<file path="src/rtl/ctrl_pkg.sv">
// Shared I2S transceiver control types: operating config, mode/frame/standard encodings,
// and the word-length helper used by the serializers.
package ctrl_pkg;

    typedef enum logic [1:0] {
        MT = 2'd0,
        ST = 2'd1,
        MR = 2'd2,
        SR = 2'd3
    } mode_t;

    typedef enum logic [1:0] {
        f16bits = 2'd0,
        f24bits = 2'd1,
        f32bits = 2'd2
    } frame_size_t;

    typedef enum logic {
        I2S = 1'b0,
        MSB = 1'b1
    } standard_t;

    typedef struct packed {
        mode_t       mode;
        frame_size_t frame_size;
        standard_t   standard;
    } OP_t;

    localparam int unsigned W16 = 16;
    localparam int unsigned W32 = 32;

    // Only 16-bit frames carry a short word; every other frame size is a 32-bit word.
    function automatic logic [5:0] word_len(input frame_size_t fs);
        return (fs == f16bits) ? 6'(W16) : 6'(W32);
    endfunction

endpackage

</file>
<file path="src/rtl/ws_edge_det.sv">
// Word-select edge detector: registers ws on the sclk falling edge and flags any change.
module ws_edge_det (
    input  logic sclk,
    input  logic preset,
    input  logic ws,
    output logic ws_edge
);

    logic ws_q;

    always_ff @(negedge sclk or negedge preset) begin
        if (!preset) begin
            ws_q <= 1'b0;
        end else begin
            ws_q <= ws;
        end
    end

    assign ws_edge = ws ^ ws_q;

endmodule

</file>
<file path="src/rtl/tx_serializer.sv">
// Tx serializer: pops one FIFO word per qualified ws edge and shifts it out MSB-first on sd,
// in I2S (one-bit delay) or MSB-justified alignment, flagging underrun and slot-length errors.
module tx_serializer
    import ctrl_pkg::*;
#(
    parameter int unsigned WMAX = 32
) (
    input  logic            sclk,
    input  logic            preset,
    input  OP_t             OP,
    input  logic            ws,
    input  logic            Tx_ren,
    input  logic [WMAX-1:0] Tx_data,
    input  logic            Tx_empty,
    input  logic            err_clr,
    output logic            Tx_pop,
    output logic            sd,
    output logic            underrun,
    output logic            frame_err
);

    logic            ws_edge;
    logic            active;
    logic            load;
    logic [5:0]      n_len;
    logic [WMAX-1:0] aligned;
    logic [WMAX-1:0] shreg;
    logic [WMAX-1:0] shreg_nxt;
    logic [5:0]      bit_cnt;
    logic            slot_active;

    ws_edge_det u_ws_edge_det (
        .sclk    (sclk),
        .preset  (preset),
        .ws      (ws),
        .ws_edge (ws_edge)
    );

    // Load is gated by reset so a held-low preset silences Tx_pop and sd at once.
    always_comb begin
        active  = (OP.mode == MT) || (OP.mode == ST);
        n_len   = word_len(OP.frame_size);
        aligned = (n_len == 6'(W32)) ? Tx_data : {Tx_data[W16-1:0], {(WMAX-W16){1'b0}}};
        load    = preset & active & ws_edge & Tx_ren;
        Tx_pop  = load & ~Tx_empty;
    end

    always_comb begin
        sd = 1'b0;
        if (active) begin
            if (OP.standard == MSB && load) begin
                sd = Tx_pop & aligned[WMAX-1];
            end else begin
                sd = shreg[WMAX-1];
            end
        end
    end

    // MSB-justified drives the MSB combinationally in the edge cycle, so the register keeps the rest.
    always_comb begin
        shreg_nxt = shreg << 1;
        if (!active) begin
            shreg_nxt = '0;
        end else if (load) begin
            if (Tx_empty) begin
                shreg_nxt = '0;
            end else if (OP.standard == MSB) begin
                shreg_nxt = aligned << 1;
            end else begin
                shreg_nxt = aligned;
            end
        end
    end

    always_ff @(negedge sclk or negedge preset) begin
        if (!preset) begin
            shreg       <= '0;
            bit_cnt     <= '0;
            slot_active <= 1'b0;
        end else begin
            shreg <= shreg_nxt;

            if (ws_edge) begin
                bit_cnt <= 6'd1;
            end else if (bit_cnt != '1) begin
                bit_cnt <= bit_cnt + 6'd1;
            end

            if (!active) begin
                slot_active <= 1'b0;
            end else if (load) begin
                slot_active <= 1'b1;
            end else if (ws_edge) begin
                slot_active <= 1'b0;
            end
        end
    end

    // Set events take priority over err_clr in the same cycle.
    always_ff @(negedge sclk or negedge preset) begin
        if (!preset) begin
            underrun  <= 1'b0;
            frame_err <= 1'b0;
        end else begin
            if (load && Tx_empty) begin
                underrun <= 1'b1;
            end else if (err_clr) begin
                underrun <= 1'b0;
            end

            if (active && ws_edge && slot_active && (bit_cnt != n_len)) begin
                frame_err <= 1'b1;
            end else if (err_clr) begin
                frame_err <= 1'b0;
            end
        end
    end

endmodule

</file>
<file path="config.mk">
export PLATFORM = sky130hd
export DESIGN_NAME = tx_serializer
export DESIGN_NICKNAME = d
export VERILOG_FILES = /design/src/rtl/ctrl_pkg.sv /design/src/rtl/ws_edge_det.sv /design/src/rtl/tx_serializer.sv
export SDC_FILE = /design/constraint.sdc
export NUM_CORES = 1
export LEC_CHECK = 0
export BUFFER_PORTS_ARGS = -buffer_cell sky130_fd_sc_hd__buf_4
export CAP_MARGIN = 15
export CORE_ASPECT_RATIO = 0.5
export CORE_MARGIN = 2
export CORE_UTILIZATION = 54
export CTS_CLUSTER_DIAMETER = 30
export DETAILED_ROUTE_END_ITERATION = 10
export GPL_ROUTABILITY_DRIVEN = 0
export HOLD_SLACK_MARGIN = 0.08
export PLACE_DENSITY = 0.79
export SYNTH_ARGS = -nofsm -noshare
export SYNTH_HDL_FRONTEND = slang
export SYNTH_SLANG_ARGS = --single-unit
</file>
<file path="constraint.sdc">
create_clock -name sclk -period 1.6 [get_ports sclk]
set_input_delay 0.08 -clock sclk [delete_from_list [all_inputs] [get_ports sclk]]
set_output_delay 0.08 -clock sclk [all_outputs]
set_load 0.01 [all_outputs]
</file>
### Yosys cells after proc, flatten, opt, wreduce, memory -nomap -nowiden

Index checks and enable logic that the tools add are counted.

* bitwise operators: 7
* add/subtract/negate cells: 1
* mux-type cells: 16
* eq/ne operators: 5
* reductions and logical operators: 11

Operators with widths (number)
* 32-bit two-way mux: 5
* 6-bit two-way mux: 3
* 1-bit two-way mux: 8
* 6-bit by 1-bit adder with 6-bit output, second input constant: 1
* 6-bit == test, second input constant: 1
* 6-bit inequality test: 1
* 6-bit inequality test, second input constant: 1
* 2-bit nonzero test: 3
* 1-bit bitwise AND: 5
* 1-bit logical AND: 5
* 2-bit logical NOT: 2
* 3-bit by 2-bit inequality test with 1-bit output, second input constant: 1
* 2-bit by 1-bit == test with 1-bit output, second input constant: 1
* 1-bit logical OR: 1
* 1-bit NOT: 1
* 1-bit XOR: 1

* output and inout bits: 4
* word-level logic and storage cells: 46
* flip-flop bits (word level): 42
* input bits: 43

### Depth between registers and ports, before layout

* depth after elaboration: 9
* mapped depth: 5
* depth with buffers taken out: 4

### Hierarchy

Synthesis repeated with hierarchy kept, for this count alone.

* cells, all modules: 203
* area, all modules: 2164.6 µm²

Modules (own cells, without submodules)
* tx_serializer: area an instance 2130.8 µm², instances 1, seq. area each 1026.0 µm², cells an instance 201
* ws_edge_det: area an instance 33.8 µm², instances 1, seq. area each 25.0 µm², cells an instance 2

==> metrics.md <==
| Metric | Value |
|---|---|
| Reg2Reg Depth | 7 |
| Initial antenna violation count | 0 |
| Cell Pwr Density | a little under 800 mW/mm2 |
| # DRC | 0 |
| Placed insts | 322 |
| Yosys warns | 0 |
| Critical setup path kind | reg2out |
| Detailed Route Iter0 Violations | 146 |
| WL final | 7070 um |
| Worst slew pin tran | approximately 0.55 ns |
| DP Wirelength | ~4000 um |
| Total iterations of the first detailed-routing run | 4 |
| Relative max-transition margin | a little over three fifths |
| ANT cells | 0 |
| HP Class | reg2reg |
| Most used routing layer | met2 |
| Synth Register Bits | 42 |
| Req. time, crit path | about 1.5 ns |
| Overall Global Routing Usage | roughly 31% |
| Commonest non-fill, non-tap cell in the layout | buf_4 |
| Final worst clock skew | ~0.0075 ns |
| Setup WS pre-CTS | -0.735 ns |
| Final Hold Fails | 0 |
| Sequential area share after synthesis | roughly 47% |
| Die area | approximately 0.0047 mm2 |
| Run status | finished with violations |
| Final Instance Area | 0.00337 mm2 |
| Placed Area | 0.00292 mm2 |
| First-pass GRT wire length | approximately 11000 um |
| Main combinational cell family by area after synthesis | compound AO/OA/AOI/OAI gates |
| FF-to-FF setup slack | -0.07 ns |
| Layout cell share with drive strength beyond 1 | a little under half |
| Adder-Cell Fraction of Synth Area | about 1.1% |
| Grt ovf | 0 |
| Layout overhead on the synthesized area | 52.0% |
| Flop pwr share | approximately 44% |
| Setup slack after layout | -0.930 ns |
| Arrival time at the worst endpoint | ~2.5 ns |
| Switching Fraction | a little over a quarter |
| Worst Hold Launch | shreg[0]$_DFF_NN0_ |
| Synth Area in Simple Gates | around 9.7% |
| Max stage delay cell, worst path | or4_4 |
| Num ports | 47 |
| Clock-pin slew on the worst setup and hold paths | 0.06 ns |
| Vias | 2075 |
| Fillers | between 150 and 200 |
| Met1 usage | between 30 and 40% |
| Number of synthesized flops with an enable pin | 0 |
| Distinct cell type count after synthesis | 31 |
| Mean Syn Cell Area | 11.3 um2 |
| Xor-xnor portion of the synthesized cell area | between 2 and 2.5% |
| Clk buf depth | 2 |
| R2R Path End | shreg[3]$_DFF_NN0_ |
| Crit-path max FO | 2 |
| Row count | 16 |
| Post-Syn Area | 0.00222 mm2 |
| Switching Power | 0.000705 W |
| Layout Nets | between 300 and 400 |
| RSZ-0062 raised after global routing | yes |
| Worst Setup End Kind | output port |
| Crit path depth | 4 |
| Initial Utilization | 56.5% |
| Comb power frac | roughly a quarter |
| Worst Hold Path Cells | 1 |
| Via-to-Cell Ratio | 6.05 |
| WHS | 0.422 ns |
| Met2 usage | 53.0% |
| Most frequent cells in the layout | 73 x buf_4, 42 x dfrtn_1, 17 x a21oi_1, 16 x a22o_1 |
| Max_cap viols | 0 |
| Final setup fails | 40 |
| Syn nets | 241 |
| Met3 Usage GRT | 6.65% |
| Worst hold endpoint | shreg[1]$_DFF_NN0_ |
| Util after Layout | approximately 86% |
| Static Leak | roughly 1.6 nW |
| Power share of the clock group | between 30% and 40% |
| Antenna-violating nets left | 0 |
| Worst-Skew Late Latency | approximately 0.29 ns |
| Chip width | between 90 and 100 um |
| Clock sinks | between 40 and 50 |
| CP max stage delay | roughly 0.52 ns |
| Number of global-route vias before repair | around 2200 |
| Multiplexer share of the synthesized area | roughly 8.6% |
| CTS tree | done |
| Mapped Cells | just under 200 |
| H-Tree Depth | 2 |
| Largest net degree at the start of global routing | 45 |
| CTS buffer count | 5 |
| Critical path buffer and inverter count | 1 |
| Peak supply drop | approximately 0.61 mV |
| Sequence of cells on the critical path | xnor2_2, or4_4, a21oi_2, buf_4 |
| Worst r2r src | u_ws_edge_det.ws_q$_DFF_NN0_ |
| Drt wl/cell | roughly 20 um |
| Cell family with most CP delay | simple AND/OR/NAND/NOR gates |
| Failing checks | setup timing |
| CP Launch Type | register |
| Asr flop ratio synth | 100% |
| IO buf count | 45 |
| Synth Flop Type | dfrtn_1 |
| Cell internal pwr | 0.00188 W |
| Root Buffer | clkbuf_8 |
| Compound-Gate Fraction of Synth Area | a little over a quarter |
| Final std cells w/o fill | roughly 340 |
| Area of the core | 0.00392 mm2 |
| Max-slew violation count | 0 |
| Die height | about 50 um |
-- stage by stage --
step	power, W	TNS [ns]
after floorplan	0.00139	-9.16
after global placement	0.00163	-20.40
after detailed placement	0.00166	-22.63
after CTS	0.00255	-9.85
after global routing	0.00269	-13.25
final	0.00259	-12.10
-- worst register-to-register path: stages, from the launching register on --
cell,delay (ns)
dfrtn_1,0.45
xnor2_2,0.09
buf_4,0.15
buf_6,0.11
nor2_4,0.28
nor2_4,0.13
buf_12,0.17
o2bb2ai_2,0.12
-- area by class of cell --
type                            instances  area, um2  area share [%]
Tap cell                               54       67.6            2.00
Clock buffer                            7       76.3            2.26
Multi-Input combinational cell        140       1270            37.8
Timing Repair Buffer                   95        857            25.4
Inverter                                4       15.0           0.445
Clock inverter                          1       30.0           0.891
Sequential cell                        42       1050            31.2
-- worst max path at each step --
stage | start | to | slack (ns)
finish | u_ws_edge_det.ws_q$_DFF_NN0_ | sd | -0.93
global placement | ws | shreg[14]$_DFF_NN0_ | -0.65
global route | u_ws_edge_det.ws_q$_DFF_NN0_ | sd | -0.95
floorplan | u_ws_edge_det.ws_q$_DFF_NN0_ | sd | -0.57
CTS | u_ws_edge_det.ws_q$_DFF_NN0_ | sd | -0.91
detailed placement | ws | shreg[14]$_DFF_NN0_ | -0.74
-- registers in the layout, indices dropped and copies added (netlist names) --
register            cells
underrun                1
u_ws_edge_det.ws_q      1
bit_cnt                 6
frame_err               1
slot_active             1
shreg                  32
-- logic make-up (layout without fill, tap and decap cells) --
logic type	count (synthesis)	after routing
AO/OA/AOI/OAI	74	74
flip-flops	42	42
AND/OR/NAND/NOR	37	40
multiplexers	19	19
buffers and inverters	17	107
XOR/XNOR	5	5
adder cells (fa/ha/maj)	2	2
-- routing by layer --
layer | share of wire [%] | up-vias | wire length (um)
met3 | 6.7 | 18 | 473
met5 | 0 | - | 0
met1 | 41 | 1021 | 2870
li1 | - | 930 | -
met2 | 50 | 106 | 3510
met4 | 3.0 | 0 | 214
-- power by group through the flow --
stage / Clock, W / Sequential, W / Combinational (W)
finish: 0.000836 / 0.00115 / 0.000605
global route: 0.000883 / 0.00115 / 0.000652
CTS: 0.000838 / 0.00114 / 0.000570
detailed placement: 0 / 0.00116 / 0.000497
global placement: 0 / 0.00116 / 0.000476
floorplan: 0 / 0.00115 / 0.000241
-- Yosys cell counts (all sizes together) (2+ instances only) --
| cell | number | area, um2 |
|---|---|---|
| a21oi | 19 | 95.1 |
| a32o | 2 | 20.0 |
| inv | 4 | 15.0 |
| a22o | 16 | 140 |
| nand2 | 3 | 11.3 |
| a211oi | 15 | 113 |
| nand3 | 6 | 30.0 |
| mux2i | 19 | 190 |
| o2bb2ai | 15 | 194 |
| dfrtn | 42 | 1050 |
| nor2b | 15 | 93.8 |
| nor2 | 8 | 30.0 |
| xnor2 | 2 | 25.0 |
| ha | 2 | 25.0 |
| o21ai | 4 | 23.8 |
| buf | 8 | 45.0 |
| clkbuf | 5 | 18.8 |
| xor2 | 3 | 26.3 |
-- repair_timing --
action	4_1_cts	5_1_grt
buffers inserted	7	1
cloned	5	0
endpoints found under the setup margin	36	40
resized for setup	38	6
hold buffers	0	0
pin swaps	25	4
Power figures use the tool's default switching activity.
